### config.mk
export PLATFORM = sky130hd
export DESIGN_NAME = multicycle_control
export DESIGN_NICKNAME = d
export VERILOG_FILES = /design/src/rtl/mips_ctrl_pkg.sv /design/src/rtl/mem_wait_timer.sv /design/src/rtl/multicycle_control.sv
export SDC_FILE = /design/constraint.sdc
export NUM_CORES = 1
export LEC_CHECK = 0
export CAP_MARGIN = 20
export CORE_MARGIN = 3
export CORE_UTILIZATION = 47
export CTS_CLUSTER_DIAMETER = 50
export DETAILED_ROUTE_END_ITERATION = 16
export PLACE_DENSITY = 0.94
export REMOVE_ABC_BUFFERS = 1
export SLEW_MARGIN = 20
export SYNTH_ARGS = -nofsm -noshare
export SYNTH_HDL_FRONTEND = slang
export SYNTH_SLANG_ARGS = --single-unit
### constraint.sdc
create_clock -name clk -period 4.2 [get_ports clk]
set_input_delay 1.05 -clock clk [delete_from_list [all_inputs] [get_ports clk]]
set_output_delay 1.05 -clock clk [all_outputs]
set_load 0.03 [all_outputs]
### src/rtl/mips_ctrl_pkg.sv
// Shared constants for the multi-cycle MIPS control path: opcodes, sequencer
// states and the mux/ALU select encodings used by the datapath.
package mips_ctrl_pkg;

    localparam logic [5:0] OP_RTYPE = 6'b000000;
    localparam logic [5:0] OP_LW    = 6'b100011;
    localparam logic [5:0] OP_SW    = 6'b101011;
    localparam logic [5:0] OP_BEQ   = 6'b000100;
    localparam logic [5:0] OP_ADDI  = 6'b001000;
    localparam logic [5:0] OP_J     = 6'b000010;

    typedef enum logic [3:0] {
        S_FETCH  = 4'd0,
        S_DECODE = 4'd1,
        S_MEMADR = 4'd2,
        S_MEMRD  = 4'd3,
        S_MEMWB  = 4'd4,
        S_MEMWR  = 4'd5,
        S_EXEC   = 4'd6,
        S_ALUWB  = 4'd7,
        S_BRANCH = 4'd8,
        S_ADDIEX = 4'd9,
        S_ADDIWB = 4'd10,
        S_JUMP   = 4'd11
    } state_t;

    localparam logic [1:0] ALU_OP_ADD   = 2'b00;
    localparam logic [1:0] ALU_OP_SUB   = 2'b01;
    localparam logic [1:0] ALU_OP_FUNCT = 2'b10;

    localparam logic [1:0] PC_SRC_ALU    = 2'b00;
    localparam logic [1:0] PC_SRC_ALUOUT = 2'b01;
    localparam logic [1:0] PC_SRC_JUMP   = 2'b10;

    localparam logic [1:0] ALU_B_REG    = 2'b00;
    localparam logic [1:0] ALU_B_FOUR   = 2'b01;
    localparam logic [1:0] ALU_B_IMM    = 2'b10;
    localparam logic [1:0] ALU_B_IMM_SH = 2'b11;

    // States that hold a memory request open and are watched by the timer.
    function automatic logic is_wait_state(input state_t s);
        return (s == S_FETCH) || (s == S_MEMRD) || (s == S_MEMWR);
    endfunction

endpackage

### src/rtl/mem_wait_timer.sv
// Counts consecutive not-ready cycles of an outstanding memory request and
// flags the cycle in which the wait budget runs out.
module mem_wait_timer #(
    parameter int WAIT_TIMEOUT = 16,
    parameter int CNT_W        = 5
) (
    input  logic clk,
    input  logic rst_n,
    input  logic start,
    input  logic ready,
    output logic timeout
);

    localparam logic [CNT_W-1:0] LAST_WAIT = CNT_W'(WAIT_TIMEOUT - 1);

    logic [CNT_W-1:0] wait_cnt_reg;

    // Ready in the final wait cycle takes priority over the timeout.
    assign timeout = start && !ready && (wait_cnt_reg == LAST_WAIT);

    // Any cycle that is not a continued wait clears the count, so every entry
    // into a wait state (including a retry after timeout) starts from zero.
    always_ff @(posedge clk) begin
        if (!rst_n) begin
            wait_cnt_reg <= '0;
        end else if (start && !ready && !timeout) begin
            wait_cnt_reg <= wait_cnt_reg + CNT_W'(1);
        end else begin
            wait_cnt_reg <= '0;
        end
    end

endmodule

### src/rtl/multicycle_control.sv
// Multi-cycle MIPS sequencer: steps through fetch, decode, execute and
// writeback, driving datapath selects and the memory request handshake.
module multicycle_control
    import mips_ctrl_pkg::*;
#(
    parameter int WAIT_TIMEOUT = 16,
    parameter int CNT_W        = 5
) (
    input  logic       clk,
    input  logic       rst_n,
    input  logic [5:0] opcode,
    input  logic       zero,
    input  logic       mem_ready,
    output logic       mem_req,
    output logic       mem_we,
    output logic       iord,
    output logic       ir_we,
    output logic       pc_en,
    output logic [1:0] pc_src,
    output logic       alu_src_a,
    output logic [1:0] alu_src_b,
    output logic [1:0] alu_op,
    output logic       reg_dst,
    output logic       mem2reg,
    output logic       we3,
    output logic       instr_done,
    output logic       illegal_op,
    output logic       bus_err,
    output logic [3:0] state_o
);

    state_t state_reg;
    logic   in_wait;
    logic   timeout;

    assign in_wait = rst_n && is_wait_state(state_reg);

    mem_wait_timer #(
        .WAIT_TIMEOUT(WAIT_TIMEOUT),
        .CNT_W       (CNT_W)
    ) u_wait_timer (
        .clk    (clk),
        .rst_n  (rst_n),
        .start  (in_wait),
        .ready  (mem_ready),
        .timeout(timeout)
    );

    always_ff @(posedge clk) begin
        if (!rst_n) begin
            state_reg <= S_FETCH;
        end else begin
            case (state_reg)
                S_FETCH: begin
                    if (mem_ready) state_reg <= S_DECODE;
                end
                S_DECODE: begin
                    case (opcode)
                        OP_RTYPE:     state_reg <= S_EXEC;
                        OP_LW, OP_SW: state_reg <= S_MEMADR;
                        OP_BEQ:       state_reg <= S_BRANCH;
                        OP_ADDI:      state_reg <= S_ADDIEX;
                        OP_J:         state_reg <= S_JUMP;
                        default:      state_reg <= S_FETCH;
                    endcase
                end
                S_MEMADR: state_reg <= (opcode == OP_LW) ? S_MEMRD : S_MEMWR;
                S_MEMRD: begin
                    if (mem_ready)    state_reg <= S_MEMWB;
                    else if (timeout) state_reg <= S_FETCH;
                end
                S_MEMWR: begin
                    if (mem_ready || timeout) state_reg <= S_FETCH;
                end
                S_EXEC:   state_reg <= S_ALUWB;
                S_ADDIEX: state_reg <= S_ADDIWB;
                // Writeback/branch/jump states and any stray encoding return to fetch.
                default:  state_reg <= S_FETCH;
            endcase
        end
    end

    always_comb begin
        mem_req    = 1'b0;
        mem_we     = 1'b0;
        iord       = 1'b0;
        ir_we      = 1'b0;
        pc_en      = 1'b0;
        pc_src     = PC_SRC_ALU;
        alu_src_a  = 1'b0;
        alu_src_b  = ALU_B_REG;
        alu_op     = ALU_OP_ADD;
        reg_dst    = 1'b0;
        mem2reg    = 1'b0;
        we3        = 1'b0;
        instr_done = 1'b0;
        illegal_op = 1'b0;
        bus_err    = 1'b0;
        state_o    = 4'd0;
        if (rst_n) begin
            state_o = state_reg;
            bus_err = timeout;
            case (state_reg)
                S_FETCH: begin
                    mem_req   = 1'b1;
                    alu_src_b = ALU_B_FOUR;
                    ir_we     = mem_ready;
                    pc_en     = mem_ready;
                end
                S_DECODE: begin
                    alu_src_b = ALU_B_IMM_SH;
                    case (opcode)
                        OP_RTYPE, OP_LW, OP_SW, OP_BEQ, OP_ADDI, OP_J: illegal_op = 1'b0;
                        default: illegal_op = 1'b1;
                    endcase
                end
                S_MEMADR, S_ADDIEX: begin
                    alu_src_a = 1'b1;
                    alu_src_b = ALU_B_IMM;
                end
                S_MEMRD: begin
                    mem_req = 1'b1;
                    iord    = 1'b1;
                end
                S_MEMWB: begin
                    mem2reg    = 1'b1;
                    we3        = 1'b1;
                    instr_done = 1'b1;
                end
                S_MEMWR: begin
                    mem_req    = 1'b1;
                    mem_we     = 1'b1;
                    iord       = 1'b1;
                    instr_done = mem_ready;
                end
                S_EXEC: begin
                    alu_src_a = 1'b1;
                    alu_op    = ALU_OP_FUNCT;
                end
                S_ALUWB: begin
                    reg_dst    = 1'b1;
                    we3        = 1'b1;
                    instr_done = 1'b1;
                end
                S_BRANCH: begin
                    alu_src_a  = 1'b1;
                    alu_op     = ALU_OP_SUB;
                    pc_src     = PC_SRC_ALUOUT;
                    pc_en      = zero;
                    instr_done = 1'b1;
                end
                S_ADDIWB: begin
                    we3        = 1'b1;
                    instr_done = 1'b1;
                end
                S_JUMP: begin
                    pc_src     = PC_SRC_JUMP;
                    pc_en      = 1'b1;
                    instr_done = 1'b1;
                end
                default: state_o = state_reg;
            endcase
        end
    end

endmodule
==> Yosys cells after proc, flatten, opt, wreduce, memory -nomap -nowiden <==
Cells that the tools add are included.
{ "totals": {"ff_bits": 9, "latchBits": 0, "ram_bits": 0, "romBits": 0, "inputBits": 10, "elab_cells": 82, "n_memories": 0} }
{ "op_classes": {"addsub": 1, "multipliers": 0, "n_div": 0, "n_lt_le_gt_ge": 0, "eq_ne": 20, "shifts": 0, "n_mux": 38, "bitwise": 0, "reduce_logical": 21} }
{ "ops": {"columns": ["cell", "count"], "rows": [
  ["case mux 4 bit (7 select lines)", 1],
  ["2-to-1 mux 1 bit", 22],
  ["2-to-1 mux 4 bit", 5],
  ["case mux 4 bit (5 select lines)", 1],
  ["equality test 4 x 3 -> 1 bit, second input constant", 4],
  ["equality test 4 bit, second input constant", 4],
  ["equality test 6 bit, second input constant", 2],
  ["equality test 4 x 2 -> 1 bit, second input constant", 2],
  ["case mux 2 bit (2 select lines)", 2],
  ["equality test 6 x 2 -> 1 bit, second input constant", 1],
  ["equality test 6 x 3 -> 1 bit, second input constant", 1],
  ["equality test 6 x 4 -> 1 bit, second input constant", 1],
  ["zero test 6 bit", 1],
  ["2-to-1 mux 2 bit", 3],
  ["case mux 2 bit (3 select lines)", 1],
  ["OR reduction 2 bit", 3],
  ["OR reduction 3 bit", 2],
  ["OR reduction 6 bit", 1],
  ["adder 5 x 1 -> 5 bit, second input constant", 1],
  ["equality test 5 x 4 -> 1 bit, second input constant", 1],
  ["OR reduction 5 bit", 1],
  ["equality test 4 x 1 -> 1 bit, second input constant", 1],
  ["logical AND 1 bit", 4],
  ["zero test 4 bit", 1],
  ["11 further kinds", 14]
]} }

==> Logic depth before layout (Yosys ltp) <==
{ "depth": {"word_depth": 9, "mapped_depth": 7} }

==> Modules after synthesis <==
A second synthesis with hierarchy kept.
{ "unflattened": {"hier_cells": 114, "hier_area_um2": 850.8} }
{ "modules_own_cells": {"columns": ["module", "instances", "cells_per_inst", "area_each_um2"], "rows": [
  ["multicycle_control", 1, 94, 633.1],
  ["mem_wait_timer", 1, 20, 217.7]
]} }

==> Worst setup path after synthesis <==
OpenSTA, ideal clock, no wires.
{ "synth_path": {"kind": "input to output", "start": "in rst_n", "end": "out illegal_op", "arrival_ps": 2366, "required_time_ps": 3150, "setup_slack_ps": 784, "path_stages": 3, "n_path_buf": 1, "path_cell_list": "clkbuf_1 > nand2_1 > nor4_1"} }
{ "synth_between": {"elab_chain_len": 1} }
{ "synth_lines": {"columns": ["item", "line", "text"], "rows": [
  ["start: declaration", "multicycle_control.sv:10", "input logic rst_n,"],
  ["2-to-1 mux 1 bit", "multicycle_control.sv:100", "if (rst_n) begin"],
  ["end: declaration", "multicycle_control.sv:27", "output logic illegal_op,"]
]} }
Every way passes these cells.

==> Worst setup path after layout <==
{ "layout_path": {"start": "in rst_n", "end": "out bus_err"} }
{ "layout_between": {"elab_chain_len": 4} }
{ "layout_lines": {"columns": ["item", "line", "text"], "rows": [
  ["logical AND 1 bit", "multicycle_control.sv:36", "assign in_wait = rst_n && is_wait_state(state_reg);"],
  ["logical AND 1 bit (2 in a row)", "mem_wait_timer.sv:19", "assign timeout = start && !ready && (wait_cnt_reg == LAST_WAIT);"],
  ["2-to-1 mux 1 bit (*)", "multicycle_control.sv:100", null],
  ["end: declaration", "multicycle_control.sv:28", "output logic bus_err,"]
]} }
Mark *: on every way between the ends. The rest lies on a longest branch, timed or not.

==> out/summary.md <==
The run finished with clean final reports. Number of filler instances in the final layout: 125. The tools report the kind of end point of the critical path as an output pin. In this run the most critical hold path is launched from u_wait_timer.wait_cnt_reg[0]$_SDFF_PN0_.

The number of buffers and inverters on the critical path is 2. After clock tree synthesis, the flow added hold-fix buffers numbering 0. Final critical-path share of the clock period: 0.9658. For the clock latency of the later-clocked register in the worst-skew pair, the log shows 260 ps. The arrival time of the worst setup path is 3010 ps. The worst register-to-register path has a setup slack of 2300 ps. Final hold analysis gives a worst-case slack of 442.2 ps. The worst slew margin relative to its limit came out at 0.6104.

For this run, the top clock speed supported by timing is 246.5 MHz. The setup skew after layout is 5.283 ps. The detailed router's first-iteration violation count was 16. The number of buffers on the longest clock path came out at 2. The run gives 0 as the total count of max-transition violations in the final report. Setup repair after global routing left no endpoint under its margin. Flip-flop cell with the highest count after synthesis: dfxtp_1.

The worst register-to-register path ends at u_wait_timer.wait_cnt_reg[3]$_SDFF_PN0_. Each instance of the synthesized netlist takes up on average 6.917 um^2. Traced cell by cell, the critical path runs through clkdlybuf4s50_1 > nor2b_1 > and4b_1 > clkdlybuf4s50_1. The area of the die is 0.002390 mm^2. For the standard cell core area, the log shows 0.001612 mm^2. The required time of the critical path came out at 3150 ps. The fraction of final layout cells with drive strength greater than 1 came out at 0.06536.

After legalization and detailed placement, the total HPWL measured 1809 um. TritonCTS built the clock tree. Across all layers, the routed design uses 988 vias.

The detail-routed net length per standard cell came out at 13.08 um. STA classifies the critical path startpoint as an input pin. The post-layout utilization of the core was 0.7422; the total inserted antenna cells was 0. During synthesis, Yosys emitted a total of 0 warnings. The portion of the post-synthesis area used by sequential elements came out at 0.2084.

Summing all placed instances gives a cell area of 0.001170 mm^2. End point of the worst hold path: u_wait_timer.wait_cnt_reg[0]$_SDFF_PN0_. The signed area change from the synthesized netlist to the final layout was 38.35%; the count of cells resized by post-cts repair was 0. The critical path runs through a total of 4 cells.

The count of state elements after synthesis is 9, and the initial antenna violation count is 0. The register with the most flip-flops in the layout has 5 of them. The run gives 0 as the post-CTS setup repair buffer count. The class of the most critical hold timing path is register to register. Entering global routing, the biggest net connects 20 pins.

The internal power contribution came out at 0.2612 mW. The CTS buffer count was 3; the fraction of synthesis flops using an asynchronous set or reset pin was 0. The number of cells on the worst hold path was 1; the maximum fanout along the worst path was 15. The clock net in this run drives a total of 9 sinks.

In this run the power spent charging and discharging nets is 0.2506 mW. For the number of design rule violations left after detail routing, the log shows 0. The final layout contains routed wiring with a total length of 2316 um. OpenSTA, run right after detailed placement, puts the worst setup slack at 173.4 ps.

In this run the critical register-to-register path is launched from state_reg[0]$_SDFFE_PN0P_. In the final timing run, aggregate negative setup slack is 0 ps. The number of synthesized flops with an enable pin is 0.

Setup violations remaining at the end of the flow were counted as 0. Setup slack closes at 143.6 ps. For this design the static power due to leakage is 0.4324 nW. The count of nets left with antenna violations once routing finished came out at 0.

The worst register-to-register path has a depth of 5. The slew at the pin closest to its max-slew limit is 583.6 ps. The area of the mapped netlist is 864.6 um^2, and the boundary pin count is 32. After floorplanning, the core was divided into 14 placement rows. The first global-routing pass estimated 3877 um of wire. The run gives 0.595 as the combinational cell fraction of total power. For this design the ratio of total power to cell area is 427.8 mW/mm^2. In the final layout, the multi-input gates occupy 619.3 um^2. Summed over all layers, the global routing overflow is 0.

The final weighted congestion in routability-driven placement is 0.8249. Measured along the x axis, the die boundary spans 48.89 um. For the number of iterations in the first detailed-routing pass, the log shows 5. The slowest library cell on the worst path was clkdlybuf4s50_1. The largest stage delay on the critical path works out to 740 ps. The register area came out at 180.2 um^2. Dividing the detail-routed via count by the number of cells gives 5.582. The final hold violation count came out at 0. Critical path class: input pin to output pin. The logs give 950 for the number of global-route vias before repair and 0.2042 for the overall global routing resource usage. After routing the design area is 0.001196 mm^2. Broken down by cell family, the worst path's largest delay share belongs to buffers and inverters. The count of input and output buffers is 31. The part of the total power dissipated in sequential elements is 0.276. The worst-case vdd ir drop was 238.9 uV; the number of instances in the synthesized netlist was 125.

The clock-pin slew on the worst setup and hold paths was 50 ps; the net switching share of the total power was 0.4897. By instance count, the cell type seen most on the critical path is clkdlybuf4s50_1. For the share of power burned in the clock network, the log shows 0.130. The logs give 0.5365 for the initial core utilization and 38 for the distinct cell type count after synthesis. The worst path needs 4056 ps of the cycle, external delays included.

The count of maximum capacitance violations is 0. Measured along the y axis, the die boundary spans 48.89 um. At the end of the flow, the number of nets in the layout was 166.

For the H-tree depth reported by CTS, the log shows 1. The clock tree root buffer cell is clkbuf_4.
worst max path at each step:
| stage | from | to | slack, ps |
|---|---|---|---|
| 5_1_grt | rst_n | alu_op[0] | 50 |
| 2_1_floorplan | opcode[2] | illegal_op | 900 |
| 3_5_place_dp | rst_n | bus_err | 170 |
| 3_3_place_gp | opcode[1] | illegal_op | 240 |
| 6_report | rst_n | bus_err | 140 |
| 4_1_cts | opcode[1] | illegal_op | 160 |
cells by family after synthesis:
logic type,count (synthesis),share of synthesized area
and+or+nand+nor,72,0.4414
AOI/OAI and AO/OA,22,0.1635
buffers and inverters,13,0.07524
DFF,9,0.2084
xor gates and xnor gates,5,0.05935
adders and majority gates,3,0.04052
muxes,1,0.01158
final cells by class:
type,instances,share of cell area
tap,24,0.02510
sequential,9,0.1506
timing repair buffer,33,0.2720
inverter,4,0.01255
multi-input combinational,103,0.5178
clock buffer,4,0.02197
cells in the mapped netlist, types with 3 or more instances:
| cell type | number | area share |
|---|---|---|
| dfxtp_1 | 9 | 0.21 |
| nor2_1 | 17 | 0.074 |
| nand3_1 | 3 | 0.017 |
| nand2b_1 | 5 | 0.036 |
| a21boi_0 | 3 | 0.026 |
| nor3_1 | 9 | 0.052 |
| inv_1 | 4 | 0.017 |
| nor3b_1 | 3 | 0.026 |
| nor4_1 | 4 | 0.029 |
| o21ai_0 | 6 | 0.035 |
| a21oi_1 | 6 | 0.035 |
| and2_1 | 4 | 0.029 |
| clkbuf_1 | 6 | 0.026 |
| xor2_1 | 3 | 0.030 |
| nand2_1 | 14 | 0.061 |
cell usage in the layout (no fill, tap or decap), types with 3 or more instances in the layout:
master / count
nor2_1: 17
o21ai_0: 6
nand3_1: 3
a21boi_0: 3
nand2_1: 14
nor3b_1: 3
clkdlybuf4s50_1: 31
inv_1: 4
clkbuf_4: 3
nor4_1: 4
dfxtp_1: 9
nand2b_1: 5
nor3_1: 9
and2_1: 4
xor2_1: 3
a21oi_1: 6
metrics by stage:
| stage | cells | power (mW) |
|---|---|---|
| floorplan | 116 | 0.3298 |
| global placement | 173 | 0.4342 |
| detailed placement | 173 | 0.4441 |
| CTS | 177 | 0.5124 |
| global route | 177 | 0.5462 |
| finish | 177 | 0.5118 |
power groups by stage:
stage | Clock (mW) | Combinational, mW | Sequential [mW]
2_1_floorplan | 0 | 0.199 | 0.130
3_3_place_gp | 0 | 0.293 | 0.141
3_5_place_dp | 0 | 0.302 | 0.142
4_1_cts | 0.0682 | 0.304 | 0.140
5_1_grt | 0.0740 | 0.326 | 0.146
6_report | 0.0665 | 0.304 | 0.141
metal layers:
| layer | global-route usage | share of wire |
|---|---|---|
| met3 | 0.04587 | 0.057 |
| met1 | 0.2239 | 0.42 |
| met5 | 0 | 0 |
| met4 | 0.06635 | 0.012 |
| met2 | 0.3824 | 0.51 |
worst reg2reg max path, cell delays in order (launching register included):
cell and delay [ps]:
dfxtp_1 660, nand2b_1 290, mux2i_1 300, nand3b_1 140, or2_2 340, nor2_1 110
Power figures use the tool's default switching activity.
